--- config.mk ---
export PLATFORM = sky130hd
export DESIGN_NAME = digit_split_scheduler_flat
export DESIGN_NICKNAME = d
export VERILOG_FILES = /design/src/rtl/digit_split_if.sv /design/src/rtl/digit_split_scheduler.sv /design/src/flat_wrapper.sv
export SDC_FILE = /design/constraint.sdc
export NUM_CORES = 1
export LEC_CHECK = 0
export ABC_CLOCK_PERIOD_IN_PS = 4100
export BUFFER_PORTS_ARGS = -buffer_cell sky130_fd_sc_hd__buf_2
export CAP_MARGIN = 15
export CORE_MARGIN = 3
export CORE_UTILIZATION = 29
export DETAILED_ROUTE_END_ITERATION = 6
export PLACE_DENSITY_LB_ADDON = 0.25
export SKIP_CTS_REPAIR_TIMING = 1
export SLEW_MARGIN = 20
export SYNTH_ARGS = -nofsm -noshare
export SYNTH_HDL_FRONTEND = slang
export SYNTH_SLANG_ARGS = --single-unit
--- constraint.sdc ---
create_clock -name clk -period 4.1 [get_ports clk]
set_input_delay 0.615 -clock clk [delete_from_list [all_inputs] [get_ports clk]]
set_output_delay 0.615 -clock clk [all_outputs]
set_load 0.01 [all_outputs]
--- src/rtl/digit_split_if.sv ---
// Request/result bundle between the BCD digit requesters and the shared divide-by-10 scheduler.
// master = requester side, slave = scheduler side.
interface digit_split_if #(
  parameter int NUM_CH = 6,
  parameter int VAL_W  = 7
);
  logic [NUM_CH-1:0]       req;
  logic [NUM_CH*VAL_W-1:0] value;
  logic [NUM_CH-1:0]       ack;
  logic [NUM_CH-1:0]       done;
  logic [NUM_CH*4-1:0]     tens;
  logic [NUM_CH*4-1:0]     ones;
  logic [NUM_CH-1:0]       ovf;
  logic                    busy;

  modport master (output req, value, input ack, done, tens, ones, ovf, busy);
  modport slave  (input req, value, output ack, done, tens, ones, ovf, busy);
endinterface

--- src/rtl/digit_split_scheduler.sv ---
// Round-robin shares one subtract-by-10 engine among NUM_CH requesters; done = ack + min(v/10,9) + 2 cycles.
// Requesters hold req until their ack pulse; requests seen while busy simply wait.
module digit_split_scheduler #(
  parameter int NUM_CH = 6,
  parameter int VAL_W  = 7
) (
  input  logic          clk,
  input  logic          rst,
  digit_split_if.slave  bus
);
  localparam int CH_W = $clog2(NUM_CH);

  localparam logic [1:0] ST_IDLE  = 2'd0;
  localparam logic [1:0] ST_SUB   = 2'd1;
  localparam logic [1:0] ST_WRITE = 2'd2;

  logic [1:0]          state;
  logic [CH_W-1:0]     last;
  logic [CH_W-1:0]     ch;
  logic [VAL_W-1:0]    work;
  logic [3:0]          cnt;
  logic                ovf_flag;
  logic [NUM_CH-1:0]   ack_r;
  logic [NUM_CH-1:0]   done_r;
  logic [NUM_CH-1:0]   ovf_r;
  logic [NUM_CH*4-1:0] tens_r;
  logic [NUM_CH*4-1:0] ones_r;
  logic                busy_r;
  logic                gnt_vld;
  logic [CH_W-1:0]     gnt_idx;

  function automatic logic [CH_W-1:0] rr_idx(input logic [CH_W-1:0] base, input int k);
    int s;
    s = int'(base) + k;
    if (s >= NUM_CH) s = s - NUM_CH;
    return CH_W'(s);
  endfunction

  // Scan starts just after the last granted channel so every requester is served in turn.
  always_comb begin
    gnt_vld = 1'b0;
    gnt_idx = '0;
    for (int k = 1; k <= NUM_CH; k++) begin
      if (!gnt_vld && bus.req[rr_idx(last, k)]) begin
        gnt_vld = 1'b1;
        gnt_idx = rr_idx(last, k);
      end
    end
  end

  always_ff @(posedge clk) begin
    if (rst) begin
      state    <= ST_IDLE;
      last     <= CH_W'(NUM_CH - 1);
      ch       <= '0;
      work     <= '0;
      cnt      <= '0;
      ovf_flag <= 1'b0;
      ack_r    <= '0;
      done_r   <= '0;
      ovf_r    <= '0;
      tens_r   <= '0;
      ones_r   <= '0;
      busy_r   <= 1'b0;
    end else begin
      ack_r  <= '0;
      done_r <= '0;
      case (state)
        ST_IDLE: begin
          if (gnt_vld) begin
            work          <= bus.value[gnt_idx*VAL_W +: VAL_W];
            cnt           <= '0;
            ovf_flag      <= 1'b0;
            ch            <= gnt_idx;
            last          <= gnt_idx;
            ack_r[gnt_idx] <= 1'b1;
            busy_r        <= 1'b1;
            state         <= ST_SUB;
          end
        end
        ST_SUB: begin
          if (work < VAL_W'(10)) begin
            state <= ST_WRITE;
          end else if (cnt == 4'd9) begin
            // Ten or more tens: value is out of two-digit range.
            ovf_flag <= 1'b1;
            state    <= ST_WRITE;
          end else begin
            work <= work - VAL_W'(10);
            cnt  <= cnt + 4'd1;
          end
        end
        ST_WRITE: begin
          tens_r[ch*4 +: 4] <= ovf_flag ? 4'd9 : cnt;
          ones_r[ch*4 +: 4] <= ovf_flag ? 4'd9 : work[3:0];
          ovf_r[ch]         <= ovf_flag;
          done_r[ch]        <= 1'b1;
          busy_r            <= 1'b0;
          state             <= ST_IDLE;
        end
        default: state <= ST_IDLE;
      endcase
    end
  end

  assign bus.ack  = ack_r;
  assign bus.done = done_r;
  assign bus.tens = tens_r;
  assign bus.ones = ones_r;
  assign bus.ovf  = ovf_r;
  assign bus.busy = busy_r;
endmodule
--- src/flat_wrapper.sv ---
// flat-port wrapper written by rule: the top's interface ports become plain ports
module digit_split_scheduler_flat 
#(
  parameter int NUM_CH = 6,
  parameter int VAL_W  = 7
)
  (clk, rst, bus_req, bus_value, bus_ack, bus_done, bus_tens, bus_ones, bus_ovf, bus_busy);
  digit_split_if #(.NUM_CH(NUM_CH), .VAL_W(VAL_W)) bus_i ();
  input  logic clk;
  input  logic rst;
  input wire logic [$bits(bus_i.req)-1:0] bus_req;
  input wire logic [$bits(bus_i.value)-1:0] bus_value;
  output wire logic [$bits(bus_i.ack)-1:0] bus_ack;
  output wire logic [$bits(bus_i.done)-1:0] bus_done;
  output wire logic [$bits(bus_i.tens)-1:0] bus_tens;
  output wire logic [$bits(bus_i.ones)-1:0] bus_ones;
  output wire logic [$bits(bus_i.ovf)-1:0] bus_ovf;
  output wire logic [$bits(bus_i.busy)-1:0] bus_busy;
  assign bus_i.req = bus_req;
  assign bus_i.value = bus_value;
  assign bus_ack = bus_i.ack;
  assign bus_done = bus_i.done;
  assign bus_tens = bus_i.tens;
  assign bus_ones = bus_i.ones;
  assign bus_ovf = bus_i.ovf;
  assign bus_busy = bus_i.busy;
  digit_split_scheduler #(.NUM_CH(NUM_CH), .VAL_W(VAL_W)) u_core (.clk(clk), .rst(rst), .bus(bus_i));
endmodule
* Word level (Yosys, flattened, before mapping)
Cells that the tools add are included.
** Word-level totals
- Flip-flop bits (word level) :: 87
- Input bits :: 50
- Output and inout bits :: 67
** Cells by class
- Bitwise gates (word level) :: 3
- Multiply operators :: 1
- Reductions and logical operators :: 22
- $lt $le $gt $ge :: 17
- Shift operators :: 4
- Add/sub/neg operators :: 15
- Equal/unequal tests :: 8
- Multiplexer cells :: 57
** Operators by type and width (count)
- variable part select 4 x 34 -> 24 bit :: 2
- bitwise mux 24 bit :: 2
- variable part select 42 x 7 -> 7 bit :: 1
- 2-to-1 mux 3 bit :: 12
- negation 5 -> 34 bit :: 1
- variable shift 4 x 34 -> 24 bit (first input constant) :: 1
- less-than comparator 3 x 4 -> 1 bit (second input constant) :: 8
- greater-or-equal comparator 4 x 3 -> 1 bit (second input constant) :: 6
- 2-to-1 mux 7 bit :: 3
- 2-to-1 mux 4 bit :: 5
- binary-select mux 1 bit (select 3 bit) :: 6
- 2-to-1 mux 1 bit :: 18
- subtractor 3 x 2 -> 3 bit (second input constant) :: 5
- case mux 7 bit (2 select lines) :: 1
- adder 3 x 3 -> 4 bit (second input constant) :: 3
- adder 3 x 2 -> 4 bit (second input constant) :: 2
- case mux 4 bit (2 select lines) :: 1
- AND reduction 4 bit :: 2
- logical AND 1 bit :: 7
- less-than comparator 7 x 4 -> 1 bit (second input constant) :: 1
- subtractor 7 x 4 -> 7 bit (second input constant) :: 1
- bitwise mux 6 bit :: 1
- demux 1 bit (select 3 bit) :: 2
- greater-or-equal comparator 3 x 1 -> 1 bit (second input constant) :: 2
- other kinds (20) :: 34

* Longest topological paths before layout
- Depth in word-level cells :: 25
- Depth in mapped cells :: 17

* Worst setup path after synthesis
Ideal clock, no wire load.
- Path kind :: register -> register
- Start point :: register u_core.ch[1] (netlist name)
- End point :: register u_core.work[0]
- Stages on the path, launching flop included :: 14
- Arrival time :: 3768 ps
- Buffers on the path :: 3
- Period minus slack after synthesis :: 3884 ps
- Data required time :: 3984 ps
- Setup slack :: 216 ps
- Path through :: dfxtp_1 -> clkbuf_1 -> inv_1 -> ha_1 -> clkbuf_1 -> clkbuf_1 -> o31ai_1 -> a22o_1 -> nor4_1 -> o311a_1 -> a21oi_1 -> o21ai_2 -> mux4_2 -> a31o_1
** RTL lines
- end signal, assigned :: RTL line digit_split_scheduler.sv:71 : work <= bus.value[gnt_idx*VAL_W +: VAL_W];
- end signal, assigned :: RTL line digit_split_scheduler.sv:89 : work <= work - VAL_W'(10);
- end, declared :: RTL line digit_split_scheduler.sv:20 : logic [VAL_W-1:0] work;

* Final worst setup path
- Start point :: register u_core.last[2]
- End point :: register u_core.work[1]
** On the way
- Longest elaborated chain between the ends :: 25
- Elaborated cells on any way between the ends :: 64
- Classes of those cells :: 12 x add/sub; 1 x mul; 6 x order compare; 1 x eq/ne; 1 x shift; 32 x mux; 11 x reduce/logical
** Ends and longest elaborated chain
- start, declared :: RTL line digit_split_scheduler.sv:18 : logic [CH_W-1:0] last;
- start signal, assigned :: RTL line digit_split_scheduler.sv:54 : last <= CH_W'(NUM_CH - 1);
- start signal, assigned :: RTL line digit_split_scheduler.sv:75 : last <= gnt_idx;
- adder 3 x 1 -> 4 bit :: RTL line digit_split_scheduler.sv:34 : s = int'(base) + k;
- greater-or-equal comparator 4 x 3 -> 1 bit / subtractor 3 bit (equally long branches) :: RTL line digit_split_scheduler.sv:35 : if (s >= NUM_CH) s = s - NUM_CH;
- 2-to-1 mux 3 bit :: RTL line digit_split_scheduler.sv:35
- binary-select mux 1 bit (select 3 bit) :: RTL line digit_split_scheduler.sv:44 : if (!gnt_vld && bus.req[rr_idx(last, k)]) begin
- 2-to-1 mux 1 bit (implied by the code) :: RTL line digit_split_scheduler.sv:44
- 2-to-1 mux 1 bit :: RTL line digit_split_scheduler.sv:44
- zero test 1 bit :: RTL line digit_split_scheduler.sv:44
- logical AND 1 bit :: RTL line digit_split_scheduler.sv:44
- [... 9 more ...]
- 2-to-1 mux 1 bit :: RTL line digit_split_scheduler.sv:44
- zero test 1 bit :: RTL line digit_split_scheduler.sv:44
- logical AND 1 bit :: RTL line digit_split_scheduler.sv:44
- 2-to-1 mux 3 bit :: RTL line digit_split_scheduler.sv:44
- multiplier 3 x 3 -> 6 bit :: RTL line digit_split_scheduler.sv:71
- variable part select 42 x 7 -> 7 bit :: RTL line digit_split_scheduler.sv:71
- 2-to-1 mux 7 bit :: RTL line digit_split_scheduler.sv:70 : if (gnt_vld) begin
- case mux 7 bit (2 select lines) :: RTL line digit_split_scheduler.sv:68 : case (state)
Several ways; a longest one is shown, not always the timed one. The select of a mux whose other input is x is not followed.
A chain may end at the register's enable or synchronous reset.

==> insert_results.sql <==
INSERT INTO impl_metrics (metric_group, metric, value, unit) VALUES
('outcome', 'outcome', 'complete, no violations', ''),
('critical_path', 'crit-reg2reg-launch', 'u_core.last[2]', ''),
('timing', 'worst_pin_slew', '0.9959', 'ns'),
('synth', 'seq_area_frac_synth', '36.36', '%'),
('layout', 'final_net_count', '745', ''),
('clocking', 'ctsHtreeMaxLevel', '3', ''),
('drt', 'drt-vias-per-instance', '4.952', ''),
('die', 'floorplan.initialDensity', '29.70', '%'),
('timing', 'setup_violations', '0', ''),
('synth', 'postSynthRegisterBits', '86', ''),
('synth', 'post_synthesis_cell_type_count', '68', ''),
('timing', 'max_freq', '259.0', 'MHz'),
('worst_hold_path', 'whs_endpoint', 'u_core.bus.tens[13]', ''),
('synth', 'post_synth_fa_ha_maj_area_fraction', '4.757', '%'),
('synth', 'synth-warning-count', '0', ''),
('clocking', 'cts-root-buf', 'clkbuf_16', ''),
('synth', 'avgSynthCellArea', '8.263', 'µm²'),
('global_routing', 'first_global_vias', '4334', ''),
('layout', 'final_cell_mix', 'buf_2, nor2_1, dfxtp_1', ''),
('die', 'die-area', '17900', 'µm²'),
('synth', 'netlist_area', '4735', 'µm²'),
('job', 'cap_violations', '0', ''),
('clocking', 'ctsLongestPathBuffers', '2', ''),
('timing', 'finalMaxSlewViolations', '0', ''),
('synth', 'synth-compound-area-share', '16.91', '%'),
('power', 'clock_group_share_of_total_power', '18.7', '%'),
('clocking', 'path_clk_slew', '0.07', 'ns'),
('timing', 'fin_skew', '0.007804', 'ns'),
('critical_path', 'r2r_end', 'u_core.work[1]', ''),
('clocking', 'tritoncts_num_sinks', '86', ''),
('clocking', 'cts_tree', 'built', ''),
('critical_path', 'critPathMaxFanout', '22', ''),
('synth', 'synth-async-reset-ratio', '0', '%'),
('timing', 'slew-limit-headroom', '33.61', '%'),
('layout', 'mostFrequentLayoutCell', 'buf_2', ''),
('power', 'netSwitchingFraction', '43.83', '%'),
('worst_hold_path', 'timing.hold.worst.class', 'reg -> reg', ''),
('placed_design', 'placement.io_buffers', '116', ''),
('synth', 'yosys.area_share.xor_xnor', '1.665', '%'),
('critical_path', 'critical_path.slowest_cell', 'dfxtp_1', ''),
('drt', 'via_count', '4447', ''),
('clocking', 'cts_buffers', '9', ''),
('drt', 'detail_route.wl_per_cell', '15.48', 'µm'),
('power', 'netsw', '1.982', 'mW'),
('global_routing', 'first_pass_grt_wire_length', '22420', 'µm'),
('drt', 'firstDrtPassIters', '4', ''),
('power', 'vdd_ir_drop_max', '0.4004', 'mV'),
('timing', 'timing.final.crit_share', '94.19', '%'),
('power', 'p_comb_share', '59.1', '%'),
('synth', 'syn-instance-count', '573', ''),
('critical_path', 'timing.critical_path.required', '4.27', 'ns'),
('die', 'pin_count', '117', ''),
('critical_path', 'critPathArrivalTime', '4.03', 'ns'),
('worst_hold_path', 'worstHoldStart', 'u_core.bus.tens[13]', ''),
('clocking', 'clkLatencyLatePin', '0.34', 'ns'),
('synth', 'synth-edff-count', '0', ''),
('synth', 'mappedNetlistNets', '641', ''),
('global_routing', 'antenna_found_initial', '0', ''),
('drt', 'drc', '0', ''),
('placed_design', 'place.detailed.hpwl', '10560', 'µm'),
('global_routing', 'overflow', '0', ''),
('power', 'power.internal', '2.539', 'mW'),
('critical_path', 'r2r.worst_path.cells', '12', ''),
('die', 'die_h', '133.8', 'µm'),
('layout', 'antenna-diode-count', '0', ''),
('drt', 'route.final.wire_length', '13900', 'µm'),
('global_routing', 'grt_usage', '15.37', '%'),
('power', 'leakage', '2.467', 'nW'),
('layout', 'final_area', '5838', 'µm²'),
('timing', 'fin_crit', '3.862', 'ns'),
('power', 'seqPwrFrac', '22.2', '%');
cell families (layout without fill, tap and decap cells):
logic type / count (synthesis) / count (layout)
xor gates and xnor gates: 9 / 9
AOI/OAI and AO/OA: 120 / 120
muxes: 48 / 48
and+or+nand+nor: 246 / 246
DFF: 86 / 86
adders and majority gates: 18 / 18
buffers and inverters: 46 / 155
stage by stage:
step	hold slack [ns]	utilization (%)	setup WS [ns]	cells	power (mW)
floorplan	0.4745	-	0.2160	573	3.091
global placement	0.4636	34.59	0.3473	882	3.632
detailed placement	0.4709	34.59	0.2422	882	3.670
CTS	0.4866	36.52	0.2318	898	4.529
global route	0.5096	36.62	0.01659	898	4.861
finish	0.4824	36.62	0.2384	898	4.521
layout make-up:
class,count,area [µm²]
Sequential cell,86,1722
Clock buffer,10,239.0
Multi-Input combinational cell,441,2826
Tap cell,216,270.3
Inverter,11,41.29
Fill cell,1638,10100
Timing Repair Buffer,128,670.6
Clock inverter,6,68.82
flip-flops by register name (all words and copies together), names as in the netlist:
register         cells
u_core.state         2
u_core.bus.busy      1
u_core.work          7
u_core.bus.ovf       6
u_core.last          2
u_core.cnt           4
u_core.ch            3
u_core.bus.done      6
u_core.bus.ack       6
u_core.bus.ones     24
u_core.bus.tens     24
u_core.ovf_flag      1
power by group through the flow:
stage,Sequential [mW],Combinational (mW),Clock (mW)
after global routing,1.02,2.94,0.902
after CTS,1.01,2.66,0.863
after detailed placement,1.03,2.64,0
after global placement,1.02,2.61,0
final,1.00,2.67,0.843
after floorplan,1.00,2.09,0
cell usage after synthesis (all sizes together), types with 2 or more instances:
library cell  count  area, µm²
nand3             9      45.04
a21oi            57      289.0
nor2b             5      31.28
or2               2      15.02
o21ai            16      83.83
and3b             3      26.28
mux2i            33      330.3
o31ai             2      15.01
or4               2      15.01
nor4              6      37.54
o21a              2      15.01
nor3b             3      27.52
a31oi             3      18.77
o221a             5      56.30
a221oi            2      23.77
xor2              4      35.03
dfxtp            86       1722
mux2             11      123.9
buf              11      70.06
nor3             36      180.2
and2              4      25.02
a22oi             2      20.02
nand2            34      127.6
o22ai             3      18.77
ha               18      225.2
o221ai            2      17.52
nand4             7      43.79
and4b             2      20.02
clkbuf           24      90.09
mux4              4      90.09
inv              11      41.29
a21o              2      22.52
a211oi            8      70.06
nor2            110      412.9
nand2b           12      75.07
nand3b            5      37.54
a31o              2      17.52
and3              4      25.02
xnor2             5      43.79
routing by layer:
metal	vias to the layer above	global-route usage, %	share of wire [%]	routed length [µm]
met1	2079	20.31	47	6512
met3	18	2.551	3.7	515
met5	-	0	0	0
met4	0	4.857	2.0	282
li1	2249	-	-	-
met2	101	25.74	47	6588
critical path, delay by kind of cell, from the launching register on:
kind | cells | cell delay (ns)
AO/OA/AOI/OAI | 4 | 0.71
multiplexers | 3 | 1.04
AND/OR/NAND/NOR | 2 | 0.53
buffers and inverters | 2 | 0.54
adder cells (fa/ha/maj) | 1 | 0.25
flip-flops | 1 | 0.61
worst max-delay path by stage:
stage / slack (ns) / endpoint / depth (start not counted) / from
finish: 0.24 / u_core.work[1] / 12 / u_core.last[2]
global route: 0.02 / u_core.work[4] / 12 / u_core.last[2]
CTS: 0.23 / u_core.work[1] / 10 / u_core.last[0]
detailed placement: 0.24 / u_core.work[1] / 11 / u_core.ch[1]
global placement: 0.35 / u_core.work[1] / 10 / bus_req[2]
floorplan: 0.22 / u_core.work[0] / 13 / u_core.ch[1]
(Power assumes the default switching activity.)
